### config.mk
export PLATFORM = sky130hd
export DESIGN_NAME = voice_alloc
export DESIGN_NICKNAME = d
export VERILOG_FILES = /design/src/rtl/audrey_pkg.sv /design/src/rtl/voice_select.sv /design/src/rtl/voice_alloc.sv
export SDC_FILE = /design/constraint.sdc
export NUM_CORES = 1
export LEC_CHECK = 0
export ABC_AREA = 1
export CORE_AREA = 2 2 97 99
export CTS_CLUSTER_SIZE = 12
export DETAILED_ROUTE_END_ITERATION = 7
export DIE_AREA = 0 0 99 101
export PLACE_DENSITY = 0.77
export SLEW_MARGIN = 40
export SYNTH_ARGS = -nofsm -noshare
export SYNTH_HDL_FRONTEND = slang
export SYNTH_HIERARCHICAL = 1
export SYNTH_SLANG_ARGS = --single-unit
### constraint.sdc
create_clock -name clk -period 5.5 [get_ports clk]
set_input_delay 0.825 -clock clk [delete_from_list [all_inputs] [get_ports clk]]
set_output_delay 0.825 -clock clk [all_outputs]
set_load 0.05 [all_outputs]
### src/rtl/audrey_pkg.sv
// Shared types and constants for the voice allocator and its selector.
package audrey_pkg;

    localparam int NUM_VOICES_DEF = 4;
    localparam int KEY_W_DEF      = 7;

    // Voice age is a small saturating counter; the highest value marks the oldest voice.
    localparam int               AGE_W   = 3;
    localparam logic [AGE_W-1:0] AGE_MAX = '1;

    // Per-voice lifecycle. Only ACTIVE drives the ADSR gate high.
    typedef enum logic [1:0] {
        FREE    = 2'd0,
        WAIT    = 2'd1,
        ACTIVE  = 2'd2,
        RELEASE = 2'd3
    } voice_state_t;

    // Command handshake: accept a command, then apply it on the following cycle.
    typedef enum logic {
        ACCEPT = 1'b0,
        ALLOC  = 1'b1
    } ctrl_state_t;

    // Saturating increment used when a note-on ages every non-target voice.
    function automatic logic [AGE_W-1:0] age_inc(input logic [AGE_W-1:0] age);
        return (age == AGE_MAX) ? age : age + AGE_W'(1);
    endfunction

endpackage

### src/rtl/voice_select.sv
// Combinational target finder for a note-on: retrigger match, lowest free,
// oldest releasing, oldest active (a steal), and finally oldest waiting.
module voice_select
    import audrey_pkg::*;
#(
    parameter  int NUM_VOICES = NUM_VOICES_DEF,
    parameter  int KEY_W      = KEY_W_DEF,
    localparam int IDX_W      = (NUM_VOICES > 1) ? $clog2(NUM_VOICES) : 1
) (
    input  voice_state_t     state [NUM_VOICES],
    input  logic [KEY_W-1:0] key   [NUM_VOICES],
    input  logic [AGE_W-1:0] age   [NUM_VOICES],
    input  logic [KEY_W-1:0] cmd_key,
    output logic [IDX_W-1:0] target,
    output logic             steal_flag
);

    logic             match_hit;
    logic [IDX_W-1:0] match_idx;
    logic             free_hit;
    logic [IDX_W-1:0] free_idx;
    logic             rel_hit;
    logic [IDX_W-1:0] rel_idx;
    logic [AGE_W-1:0] rel_age;
    logic             act_hit;
    logic [IDX_W-1:0] act_idx;
    logic [AGE_W-1:0] act_age;
    logic             wait_hit;
    logic [IDX_W-1:0] wait_idx;
    logic [AGE_W-1:0] wait_age;

    // Scan every voice once; first-hit searches and strict '>' age compares both favour the lowest index.
    always_comb begin
        match_hit = 1'b0;
        match_idx = '0;
        free_hit  = 1'b0;
        free_idx  = '0;
        rel_hit   = 1'b0;
        rel_idx   = '0;
        rel_age   = '0;
        act_hit   = 1'b0;
        act_idx   = '0;
        act_age   = '0;
        wait_hit  = 1'b0;
        wait_idx  = '0;
        wait_age  = '0;
        for (int i = 0; i < NUM_VOICES; i++) begin
            if (!match_hit && state[i] != FREE && key[i] == cmd_key) begin
                match_hit = 1'b1;
                match_idx = IDX_W'(i);
            end
            if (!free_hit && state[i] == FREE) begin
                free_hit = 1'b1;
                free_idx = IDX_W'(i);
            end
            if (state[i] == RELEASE && (!rel_hit || age[i] > rel_age)) begin
                rel_hit = 1'b1;
                rel_idx = IDX_W'(i);
                rel_age = age[i];
            end
            if (state[i] == ACTIVE && (!act_hit || age[i] > act_age)) begin
                act_hit = 1'b1;
                act_idx = IDX_W'(i);
                act_age = age[i];
            end
            if (state[i] == WAIT && (!wait_hit || age[i] > wait_age)) begin
                wait_hit = 1'b1;
                wait_idx = IDX_W'(i);
                wait_age = age[i];
            end
        end
    end

    // Priority pick; a voice still in WAIT is only reused when nothing else exists, and that is not a steal.
    always_comb begin
        target     = '0;
        steal_flag = 1'b0;
        if (match_hit) begin
            target = match_idx;
        end else if (free_hit) begin
            target = free_idx;
        end else if (rel_hit) begin
            target = rel_idx;
        end else if (act_hit) begin
            target     = act_idx;
            steal_flag = 1'b1;
        end else if (wait_hit) begin
            target = wait_idx;
        end
    end

endmodule

### src/rtl/voice_alloc.sv
// Polyphonic voice allocator: accepts note-on/off commands, assigns them to
// ADSR voices, and sequences each voice through FREE/WAIT/ACTIVE/RELEASE.
module voice_alloc
    import audrey_pkg::*;
#(
    parameter int NUM_VOICES = NUM_VOICES_DEF,
    parameter int KEY_W      = KEY_W_DEF
) (
    input  logic                        clk,
    input  logic                        rst,
    input  logic                        sample_strobe,
    input  logic                        cmd_valid,
    output logic                        cmd_ready,
    input  logic                        cmd_on,
    input  logic [KEY_W-1:0]            cmd_key,
    input  logic                        all_off,
    input  logic [NUM_VOICES-1:0]       env_zero,
    output logic [NUM_VOICES-1:0]       gate,
    output logic [NUM_VOICES*KEY_W-1:0] voice_key,
    output logic                        steal
);

    localparam int IDX_W = (NUM_VOICES > 1) ? $clog2(NUM_VOICES) : 1;

    ctrl_state_t      ctrl_state;
    ctrl_state_t      ctrl_next;
    logic             accept;
    logic             apply;
    logic             cmd_on_q;
    logic [KEY_W-1:0] cmd_key_q;

    voice_state_t     vstate   [NUM_VOICES];
    voice_state_t     vstate_n [NUM_VOICES];
    logic [KEY_W-1:0] vkey     [NUM_VOICES];
    logic [KEY_W-1:0] vkey_n   [NUM_VOICES];
    logic [AGE_W-1:0] vage     [NUM_VOICES];
    logic [AGE_W-1:0] vage_n   [NUM_VOICES];

    logic [IDX_W-1:0] sel_target;
    logic             sel_steal;

    assign accept = cmd_valid & cmd_ready;

    // Target selection works on the registered key so it is stable for the whole ALLOC cycle.
    voice_select #(
        .NUM_VOICES (NUM_VOICES),
        .KEY_W      (KEY_W)
    ) u_select (
        .state      (vstate),
        .key        (vkey),
        .age        (vage),
        .cmd_key    (cmd_key_q),
        .target     (sel_target),
        .steal_flag (sel_steal)
    );

    // Control state register.
    always_ff @(posedge clk) begin
        if (rst) begin
            ctrl_state <= ACCEPT;
        end else begin
            ctrl_state <= ctrl_next;
        end
    end

    // ALLOC always lasts one cycle; all_off simply blocks acceptance and voids the apply.
    always_comb begin
        ctrl_next = ctrl_state;
        case (ctrl_state)
            ACCEPT:  if (accept) ctrl_next = ALLOC;
            ALLOC:   ctrl_next = ACCEPT;
            default: ctrl_next = ACCEPT;
        endcase
    end

    // Handshake outputs and the one-cycle steal pulse that accompanies a stolen ACTIVE voice.
    always_comb begin
        cmd_ready = (ctrl_state == ACCEPT) && !all_off && !rst;
        apply     = (ctrl_state == ALLOC) && !all_off && !rst;
        steal     = apply && cmd_on_q && sel_steal;
    end

    // Capture the command on acceptance so the selector sees a stable key during ALLOC.
    always_ff @(posedge clk) begin
        if (rst) begin
            cmd_on_q  <= 1'b0;
            cmd_key_q <= '0;
        end else if (accept) begin
            cmd_on_q  <= cmd_on;
            cmd_key_q <= cmd_key;
        end
    end

    // Per-voice next state: strobe and all_off transitions first, then an applied command overrides them.
    always_comb begin
        for (int i = 0; i < NUM_VOICES; i++) begin
            vstate_n[i] = vstate[i];
            vkey_n[i]   = vkey[i];
            vage_n[i]   = vage[i];

            case (vstate[i])
                WAIT: begin
                    if (all_off) begin
                        vstate_n[i] = RELEASE;
                    end else if (sample_strobe) begin
                        vstate_n[i] = ACTIVE;
                    end
                end
                ACTIVE: begin
                    if (all_off) begin
                        vstate_n[i] = RELEASE;
                    end
                end
                RELEASE: begin
                    if (sample_strobe && env_zero[i]) begin
                        vstate_n[i] = FREE;
                    end
                end
                default: begin
                    vstate_n[i] = vstate[i];
                end
            endcase

            if (apply) begin
                if (cmd_on_q) begin
                    if (IDX_W'(i) == sel_target) begin
                        vstate_n[i] = WAIT;
                        vkey_n[i]   = cmd_key_q;
                        vage_n[i]   = '0;
                    end else begin
                        vage_n[i] = age_inc(vage[i]);
                    end
                end else if ((vstate[i] == ACTIVE || vstate[i] == WAIT) && vkey[i] == cmd_key_q) begin
                    vstate_n[i] = RELEASE;
                end
            end
        end
    end

    // Voice state, key and age registers.
    always_ff @(posedge clk) begin
        if (rst) begin
            for (int i = 0; i < NUM_VOICES; i++) begin
                vstate[i] <= FREE;
                vkey[i]   <= '0;
                vage[i]   <= '0;
            end
        end else begin
            for (int i = 0; i < NUM_VOICES; i++) begin
                vstate[i] <= vstate_n[i];
                vkey[i]   <= vkey_n[i];
                vage[i]   <= vage_n[i];
            end
        end
    end

    // Gate is high only while ACTIVE; keys are packed voice 0 in the low bits.
    always_comb begin
        gate      = '0;
        voice_key = '0;
        for (int i = 0; i < NUM_VOICES; i++) begin
            gate[i]                  = (vstate[i] == ACTIVE);
            voice_key[i*KEY_W +: KEY_W] = vkey[i];
        end
    end

endmodule

Word level (Yosys, flattened, before mapping)
Cells that the tools add are included.
- bitwise logic cells: 2
- reduce and logical (&&, ||, !) cells: 80
- order comparisons: 9
- eq/ne operators: 27
- add/subtract/negate cells: 4
- multiplexer cells: 99
- operators with widths (kind ; number):
    2-bit 2-to-1 mux ; 47
    3-bit 2-to-1 mux ; 17
    1-bit logical AND ; 33
    1-bit 2-to-1 mux ; 30
    7-bit equality test ; 4
    3-bit > comparator ; 9
    2-bit case mux with 3 select lines ; 4
    3-bit AND reduction ; 8
    1-bit logical NOT ; 17
    2-bit equality test (second input constant) ; 8
    1-bit logical OR ; 13
    3-bit by 1-bit adder with 3-bit output (second input constant) ; 4
    3-bit equality test (second input constant) ; 4
    2-bit logical NOT ; 5
    2-bit by 1-bit equality test with 1-bit output (second input constant) ; 4
    2-bit inequality test (second input constant) ; 4
    2-bit nonzero test ; 4
    2-bit equality test (first input constant) ; 2
    1-bit by 2-bit equality test with 1-bit output (first input constant) ; 1
    1-bit case mux with 2 select lines ; 1
    1-bit bitwise AND ; 1
    1-bit inverter ; 1
- logic and storage cells: 236
- input port bits: 17
- register bits after elaboration: 57
- output and inout port bits: 34

Logic depth before layout (Yosys ltp)
Gate-level depths: netlist of run 1.
- depth after elaboration: 23
- gate-level depth with buffers: 40
- gate-level depth less buffers: 40

Hierarchy
The synthesis of run 1 kept the hierarchy.
- modules (own cells, without submodules) (module ; cells an instance ; times used ; area each (µm²) ; seq. area each (µm²)):
    voice_alloc ; 475 ; 1 ; 3240.6 ; 1141.1
    voice_select ; 284 ; 1 ; 1590.3 ; 0.0

Least setup slack after synthesis of run 1
Ideal clock, no wire load.
- path type: flip-flop to flip-flop
- start point: register vstate[6] (netlist bit)
- end point: register vkey, in the netlist voice_key[11]
- clock period less this slack: 4.242 ns
- arrival time: 4.172 ns
- data required time: 5.430 ns
- stages on the path, launching flop included: 37
- path buffers: 1
- library setup time: 0.070 ns
- slack: 1.258 ns
- cells stage by stage: dfxtp_1 > nand2_1 > inv_2 > nand2_1 > ha_1 > nand3b_1 > nand2_1 > nand2_1 > a21oi_2 > inv_2 > nand2_1 > o21ai_1 > ha_1 > nand2_1 > o21ai_0 > nand2_1 > nand2_1 > nand2_4 > nand2_1 > o21ai_1 > ha_1 > nand2_1 > o21ai_0 > nand2_1 > o21a_1 > a21oi_1 > nand2_1 > nand2_1 > nand2_1 > nand2_1 > inv_1 > nor2_1 > inv_1 > nor2_4 > buf_6 > o21ai_0 > a21oi_1
- cells in the longest elaborated chain, start to end: 21
- elaborated cells between the ends (all ways): 108
- those cells by class: 9 x order compare; 4 x eq/ne; 49 x mux; 46 x reduce/logical
- RTL lines (element ; RTL line ; RTL):
    start: declaration ; voice_alloc.sv:32 ; voice_state_t vstate [NUM_VOICES];
    start signal: indexed assignment ; voice_alloc.sv:150 ; vstate[i] <= vstate_n[i];
    2-bit by 1-bit equality test with 1-bit output ; voice_select.sv:66 ; if (state[i] == WAIT && (!wait_hit || age[i] > wait_age)) begin
    3-bit 2-to-1 mux or 1-bit 2-to-1 mux (tied branches) ; voice_select.sv:66 ;
    3-bit > comparator or 1-bit logical NOT (tied branches) ; voice_select.sv:66 ;
    1-bit logical OR ; voice_select.sv:66 ;
    1-bit logical AND ; voice_select.sv:66 ;
    3-bit 2-to-1 mux or 1-bit 2-to-1 mux (tied branches) ; voice_select.sv:66 ;
    3-bit > comparator or 1-bit logical NOT (tied branches) ; voice_select.sv:66 ;
    1-bit logical OR ; voice_select.sv:66 ;
    [... 6 more ...] ; -- ;
    2-bit 2-to-1 mux ; voice_select.sv:87 ; end else if (wait_hit) begin
    2-bit 2-to-1 mux ; voice_select.sv:84 ; end else if (act_hit) begin
    2-bit 2-to-1 mux ; voice_select.sv:82 ; end else if (rel_hit) begin
    2-bit 2-to-1 mux ; voice_select.sv:80 ; end else if (free_hit) begin
    2-bit 2-to-1 mux * ; voice_select.sv:78 ; if (match_hit) begin
    via sel_target[0] ; voice_alloc.sv:39 ; logic [IDX_W-1:0] sel_target;
    1-bit by 2-bit equality test with 1-bit output * ; voice_alloc.sv:126 ; if (IDX_W'(i) == sel_target) begin
    3-bit AND reduction (no source line) * ; -- ;
    end signal: indexed assignment ; voice_alloc.sv:151 ; vkey[i] <= vkey_n[i];
    end: declaration ; voice_alloc.sv:34 ; logic [KEY_W-1:0] vkey [NUM_VOICES];
Mark *: on every way through the listed nets, which the timed path passes. The rest lies on a longest branch.
A chain may end at the register's enable or synchronous reset.

Worst setup path after layout of run 1
- start point: register vstate[6] (netlist bit)
- end point: register vkey, in the netlist voice_key[8]
The elaborated chain is that of the path after synthesis.

==> impl_results.md, run 1 <==
- Largest cells by area after synthesis: dfxtp_1 (24%), nand2_1 (15%), ha_1 (13%)
- RSZ-0062 raised after global routing: false
- Post-CTS Setup Repair Bufs: 0
- Kind of critical path: flip-flop to flip-flop
- Post-Route Utilization: approximately 62%
- Cells after DPL: 906
- Pwr per Cell Area: 161 mW/mm^2
- Largest net degree at the start of global routing: 43
- Crit. End Element: flip-flop
- Root Buffer: clkbuf_8
- Number of H-tree levels: 3
- Hold_ws: 0.501 ns
- Total wire length: 13100 um
- Filler cells: around 830
- Fmax: 0.202 GHz
- Share of cells above drive strength 1: under 10%
- Drt via density: 5.41
- Core area: between 0.008 and 0.009 mm^2
- EDFF count, synth: 0
- Worst Hold Class: flip-flop to flip-flop
- Tot GR Track Use: a little over a quarter
- Global route overflow: 0
- Final std cells w/o fill: 922
- Post-Syn Instances: 759
- Clk_skew: 0.00989 ns
- Crit path max-delay cell type: dfxtp_1
- Final hold vios: 0
- Clock buffer depth: 2
- Antenna violations before repair: 0
- Worst setup endpoint: voice_key[8]
- First-iteration detailed-routing DRC count: 244
- First-pass GRT wire length: 22000 um
- Via Count: 4989
- Post-DRT Antenna Nets: 0
- Num Clock Sinks: 57
- Number of max-cap violations: 0
- Pleak: 0.00255 uW
- Power, Total: 895 uW
- Min cycle time layout: 4.96 ns
- Gpl congestion: 0.917
- R2r setup slk: 0.54 ns
- Cell type with the highest aggregate area in the netlist: dfxtp_1
- Slew HR: about three fifths
- Yosys warnings: 6
- IO Count: 51
- CP dominant cell by count: nand2_1
- Top FF cell, synth: dfxtp_1
- Antenna diode count: 0
- HPWL after DPL: 9910 um
- Area Overhead vs Synth: 15.3%
- TritonCTS clock tree: yes
- Crit path largest cell delay: 0.55 ns
- Setup TNS: 0 ns
- Die W: 99 um
- Reg-to-Reg Start: vstate[6]
- Nets: 874
- Max Transition Viols Final: 0
- # setup viols final: 0
- Die area: 0.0100 mm^2
- Fraction of registers with async set/reset: 0%
- Mapped Nets: 827
- Clk Latency, worst-skew pair: 0.34 ns
- Synth Area per Inst: 6.36 um^2
- CP startpoint: vstate[6]
- IO buf count: 50
- FF+latch count, synth: 57
- Cell Rows: 35
- Worst EP arrival: roughly 5.2 ns
- Final period util: roughly 90%
- Initial Utilization: 53.8%
- DIE HEIGHT: 101 um
- Register area share after synthesis: a little under a quarter
- Status: finished clean
- DR DRC count: 0
- Netlist cell types: 42
- Clk slew on worst S/H paths: around 0.07 ns
- Yosys top cell area share: 23.6%
- Actual transition at the worst max-transition pin: a little over 0.6 ns
- First-pass iteration count of the detailed router: 7
- Post-Syn Area: roughly 0.0048 mm^2
- CP Data Required Time: slightly below 6 ns
- Routed len/inst: 14.2 um
- Worst r2r path cells: 35
- CP Launch Type: flip-flop
- CTS buffer count: 9
- RR Endpoint: voice_key[8]
- CP Max Fanout: 18
- Number of global-route vias before repair: 4821
- VDD IR max: 0.165 mV
## power breakdown
part	switching, uW	internal (uW)	total [uW]
clock	174	220	394
sequential	10.7	416	427
combinational	44.8	29.0	73.7
total	229	665	895
## layout by cell type, fill, tap and decap left out, types with 2 or more instances in the layout
cell type	instances
nand2_1	194
xnor2_1	3
nand2_4	2
nor2_1	86
or2_1	3
a21oi_2	2
o21ai_2	4
ha_1	51
o21bai_1	2
nor2_4	4
nand3b_1	5
clkinvlp_4	2
nor3_1	5
or2_2	2
clkinv_1	4
a21oi_1	64
nand4_1	4
nand2_2	8
clkbuf_8	10
nor3_2	2
xor2_1	14
inv_1	80
nor4_1	2
o22ai_1	3
o21ai_0	60
inv_2	16
clkdlybuf4s50_1	50
o21ai_1	15
dfxtp_1	57
nor2_2	3
o21a_1	3
clkinv_2	2
nand3_1	38
## how the worst min path moves through the flow
stage / slack (ns) / to / from / cells past startpoint
4_1_cts: 0.50 / vage[0] / vage[0] / 2
3_5_place_dp: 0.49 / vage[0] / vage[0] / 2
6_report: 0.50 / vage[0] / vage[0] / 2
3_3_place_gp: 0.48 / vage[0] / vage[0] / 2
2_1_floorplan: 0.46 / vage[0] / vage[0] / 2
5_1_grt: 0.52 / vage[0] / vage[0] / 2
## worst max-delay path, delay by kind of cell, from the launching register on
family | cells | cell delay (ns)
and+or+nand+nor | 19 | 1.76
DFF | 1 | 0.55
buffers and inverters | 4 | 0.35
adders and majority gates | 3 | 1.00
AOI/OAI and AO/OA | 9 | 1.22
## flip-flops by register name, indices dropped and copies added, names as in the netlist
name	cells
voice_key	28
vage	12
vstate	8
cmd_key_q	7
cmd_on_q	1
ctrl_state	1
## cell usage after synthesis, types with 2 or more instances
cell type and number:
o21ai_2 4, nand3b_1 5, nor2_4 4, clkinv_1 4, clkbuf_2 2, inv_2 15, nor2_1 86, xnor2_1 3
a21oi_2 2, nand2_4 2, clkbuf_1 5, nand3_1 38, nor3_1 5, o21a_1 3, nand2_1 194, o22ai_1 3
xor2_1 14, ha_1 51, nor4_1 2, nor3_2 2, o21bai_1 2, inv_1 81, buf_2 2, or2_2 2
a21oi_1 64, or2_1 3, nand2_2 8, o21ai_0 60, nand4_1 4, buf_6 5, dfxtp_1 57, nor2_2 3
o21ai_1 15
## area by class of cell
| class | count | area (um^2) | area share, % |
|---|---|---|---|
| tap | 111 | 139 | 2.49 |
| clock inverter | 5 | 55.1 | 0.988 |
| clock buffer | 11 | 141 | 2.54 |
| timing repair buffer | 51 | 508 | 9.12 |
| multi-input combinational | 587 | 3210 | 57.6 |
| sequential | 57 | 1140 | 20.5 |
| inverter | 100 | 375 | 6.74 |
## kinds of logic (layout without fill, tap and decap cells)
group           count (synthesis)  after routing  share of synthesized area, %
simple gates                  361            361                          32.6
compound gates                158            158                          17.6
buf+inv                       115            167                          9.89
flops                          57             57                          23.6
fa+ha+maj                      51             51                          13.2
xor+xnor                       17             17                          3.08
## what timing repair did
action,in CTS,in global routing
hold buffers,0,0
endpoints found under the setup margin,0,1
gates resized for setup,0,0
## metal layers
layer / part of all wire (%) / global-route usage (%) / vias up
met4: 2.0 / 10.7 / 0
met3: 5.8 / 4.72 / 23
met2: 51 / 50.4 / 179
met1: 41 / 31.0 / 2228
li1: - / - / 2559
met5: 0 / 0 / -
## through the flow
stage / worst slack, ns / area (um^2)
detailed placement: 0.600 / 5380
CTS: 0.559 / 5570
global placement: 0.696 / 5380
finish: 0.545 / 5570
floorplan: 1.26 / 4830
global route: 0.0218 / 5570
(Power assumes the default switching activity.)
==> run 2, diff against run 1 <==
- CORE_AREA: 2 2 97 99 -> 2 2 130 158
- DIE_AREA: 0 0 99 101 -> 0 0 132 160
- PLACE_DENSITY: 0.77 -> 0.41
==> impl_results.md, run 2 (synthesis gave the netlist of run 1 again) <==
- Status: finished clean
- Root Buffer: clkbuf_16
- Clk slew on worst S/H paths: 0.05 ns (-0.02 ns)
- Min cycle time layout: 4.91 ns (-0.0427 ns)
- Actual transition at the worst max-transition pin: 0.602 ns (-0.0155 ns)
- DIE HEIGHT: 160 um (+58%)
- Max reg flops: 28 (unchanged)
- Routed len/inst: 14.7 um (+3.4%)
- Share of cells above drive strength 1: 8.34% (+0.58 points)
- Crit path max-delay cell type: dfxtp_1
- VDD IR max: 0.139 mV (-16%)
- Setup TNS: 0 ns (unchanged)
- Number of max-cap violations: 0 (unchanged)
- Pleak: 0.00264 uW (+3.7%)
- Crit. End Element: flip-flop
- TritonCTS clock tree: yes
- Crit path largest cell delay: 0.53 ns (-0.02 ns)
- Via Count: 4877 (-2.2%)
- CP Launch Type: flip-flop
- First-iteration detailed-routing DRC count: 172 (-30%)
- Clock buffer depth: 2 (unchanged)
- First-pass iteration count of the detailed router: 4 (-3)
- Worst Hold Class: flip-flop to flip-flop
- Total wire length: 15900 um (+21%)
- RSZ-0062 raised after global routing: false
- CP Data Required Time: 5.78 ns (about the same)
- Clk Latency, worst-skew pair: 0.34 ns (about the same)
- Pwr per Cell Area: 182 mW/mm^2 (+14%)
- Number of global-route vias before repair: 4721 (-2.1%)
- Placed Instance Area: 0.00558 mm^2 (+3.9%)
- HPWL after DPL: 12400 um (+25%)
- Final instance area: 0.00597 mm^2 (+7.1%)
- Die area: 0.0211 mm^2 (+110%)
- Global route overflow: 0 (unchanged)
- Commonest cells after routing, fill and taps aside: nand2_1 (194), nor2_1 (86), inv_1 (81)
- Slew HR: 59.8% (+1.0 points)
- Area Overhead vs Synth: 23.5%
- Initial Utilization: 24.5% (-29 points)
- First-pass GRT wire length: 25400 um (+15%)
- Antenna violations before repair: 0 (unchanged)
- CP dominant cell by count: nand2_1
- Power, Total: 1090 uW (+22%)
- CP Max Fanout: 18 (unchanged)
- Worst EP arrival: 5.19 ns (-0.03 ns)
- Die W: 132 um (+33%)
- Fmax: 0.204 GHz (+0.87%)
- # setup viols final: 0 (unchanged)
- Commonest non-fill, non-tap cell in the layout: nand2_1
- Post-Route Utilization: 30.2% (-32 points)
- Cell Rows: 57 (+63%)
- Drt via density: 4.52 (-17%)
- Gpl congestion: 0.815 (-11%)
- Clk_skew: 0.0103 ns (+0.000401 ns)
- Nets: 880 (+0.69%)
- Largest net degree at the start of global routing: 34 (-21%)
- Core area: 0.0198 mm^2 (+120%)
- IO buf count: 50 (unchanged)
- Kind of critical path: flip-flop to flip-flop
- CTS buffer count: 9 (unchanged)
- Max Transition Viols Final: 0 (unchanged)
- IO Count: 51 (unchanged)
- DR DRC count: 0 (unchanged)
- Hold Buf Count CTS: 0 (unchanged)
- Final hold vios: 0 (unchanged)
- Tot GR Track Use: 15.3% (-12 points)
- Number of H-tree levels: 3 (unchanged)
- Antenna diode count: 0 (unchanged)
- Final period util: 89.3% (-0.78 points)
- Num Clock Sinks: 57 (unchanged)
- Post-DRT Antenna Nets: 0 (unchanged)
## run 2: changes by cell type in the layout (fill, tap and decap cells not counted)
cell and delta:
dfxtp_1 -1, inv_1 +1, inv_2 -1, buf_4 +2, clkbuf_8 -7, dfxtp_2 +1, clkbuf_16 +9, buf_12 +4
clkbuf_1 -1, clkinv_2 -2, clkinvlp_4 -1
## run 2: critical path: cells and delay by family, from the launching register on
kind	cells	cell delay [ns]
fa+ha+maj	3	1.00
flops	1	0.53
buf+inv	5	0.53
compound gates	7	0.94
simple gates	22	1.86
## run 2: area by class of cell
cell class | count | area, um^2
multi-input cells | 587 | 3210
repair buffers | 57 | 603
well taps | 265 | 332
clock inverters | 2 | 37.5
clock buffers | 12 | 267
flip-flops and latches | 57 | 1140
inverters | 100 | 375
fillers | 2280 | 13800
## run 2: what timing repair did
action / CTS / global route
resized for setup: 0 / 1
setup buffers: 0 / 4
setup endpoints to repair: 0 / 27
## run 2: metal layers
metal / vias to the layer above / share of wire [%] / wire [um] / global-route usage, %
met2: 76 / 51 / 8090 / 27.9
met1: 2217 / 44 / 7050 / 18.2
met5: - / 0 / 0 / 0
li1: 2564 / - / - / -
met3: 20 / 2.5 / 393 / 2.41
met4: 0 / 2.3 / 373 / 4.94
## run 2: per-stage QoR
step,hold slack (ns),instances,setup WS (ns)
floorplan,0.456,759,1.26
global placement,0.495,1062,0.483
detailed placement,0.499,1062,0.476
CTS,0.509,1076,0.432
global route,0.550,1080,0.0148
finish,0.500,1080,0.588
## run 2: worst paths after layout
kind              slack [ns]      start         to  cells past startpoint
setup / recovery        0.59  vstate[7]  vstate[4]                     37
hold / removal          0.50    vage[0]    vage[0]                      2
setup reg to reg        0.59  vstate[7]  vstate[4]                     37
hold reg to reg         0.50    vage[0]    vage[0]                      2
## run 2: power breakdown
part | total (uW) | internal, uW | leakage, uW | switching [uW]
clock | 583 | 382 | 0.000147 | 201
combinational | 76.7 | 29.9 | 0.00204 | 46.8
sequential | 428 | 417 | 0.000461 | 11.5
total | 1090 | 829 | 0.00264 | 259
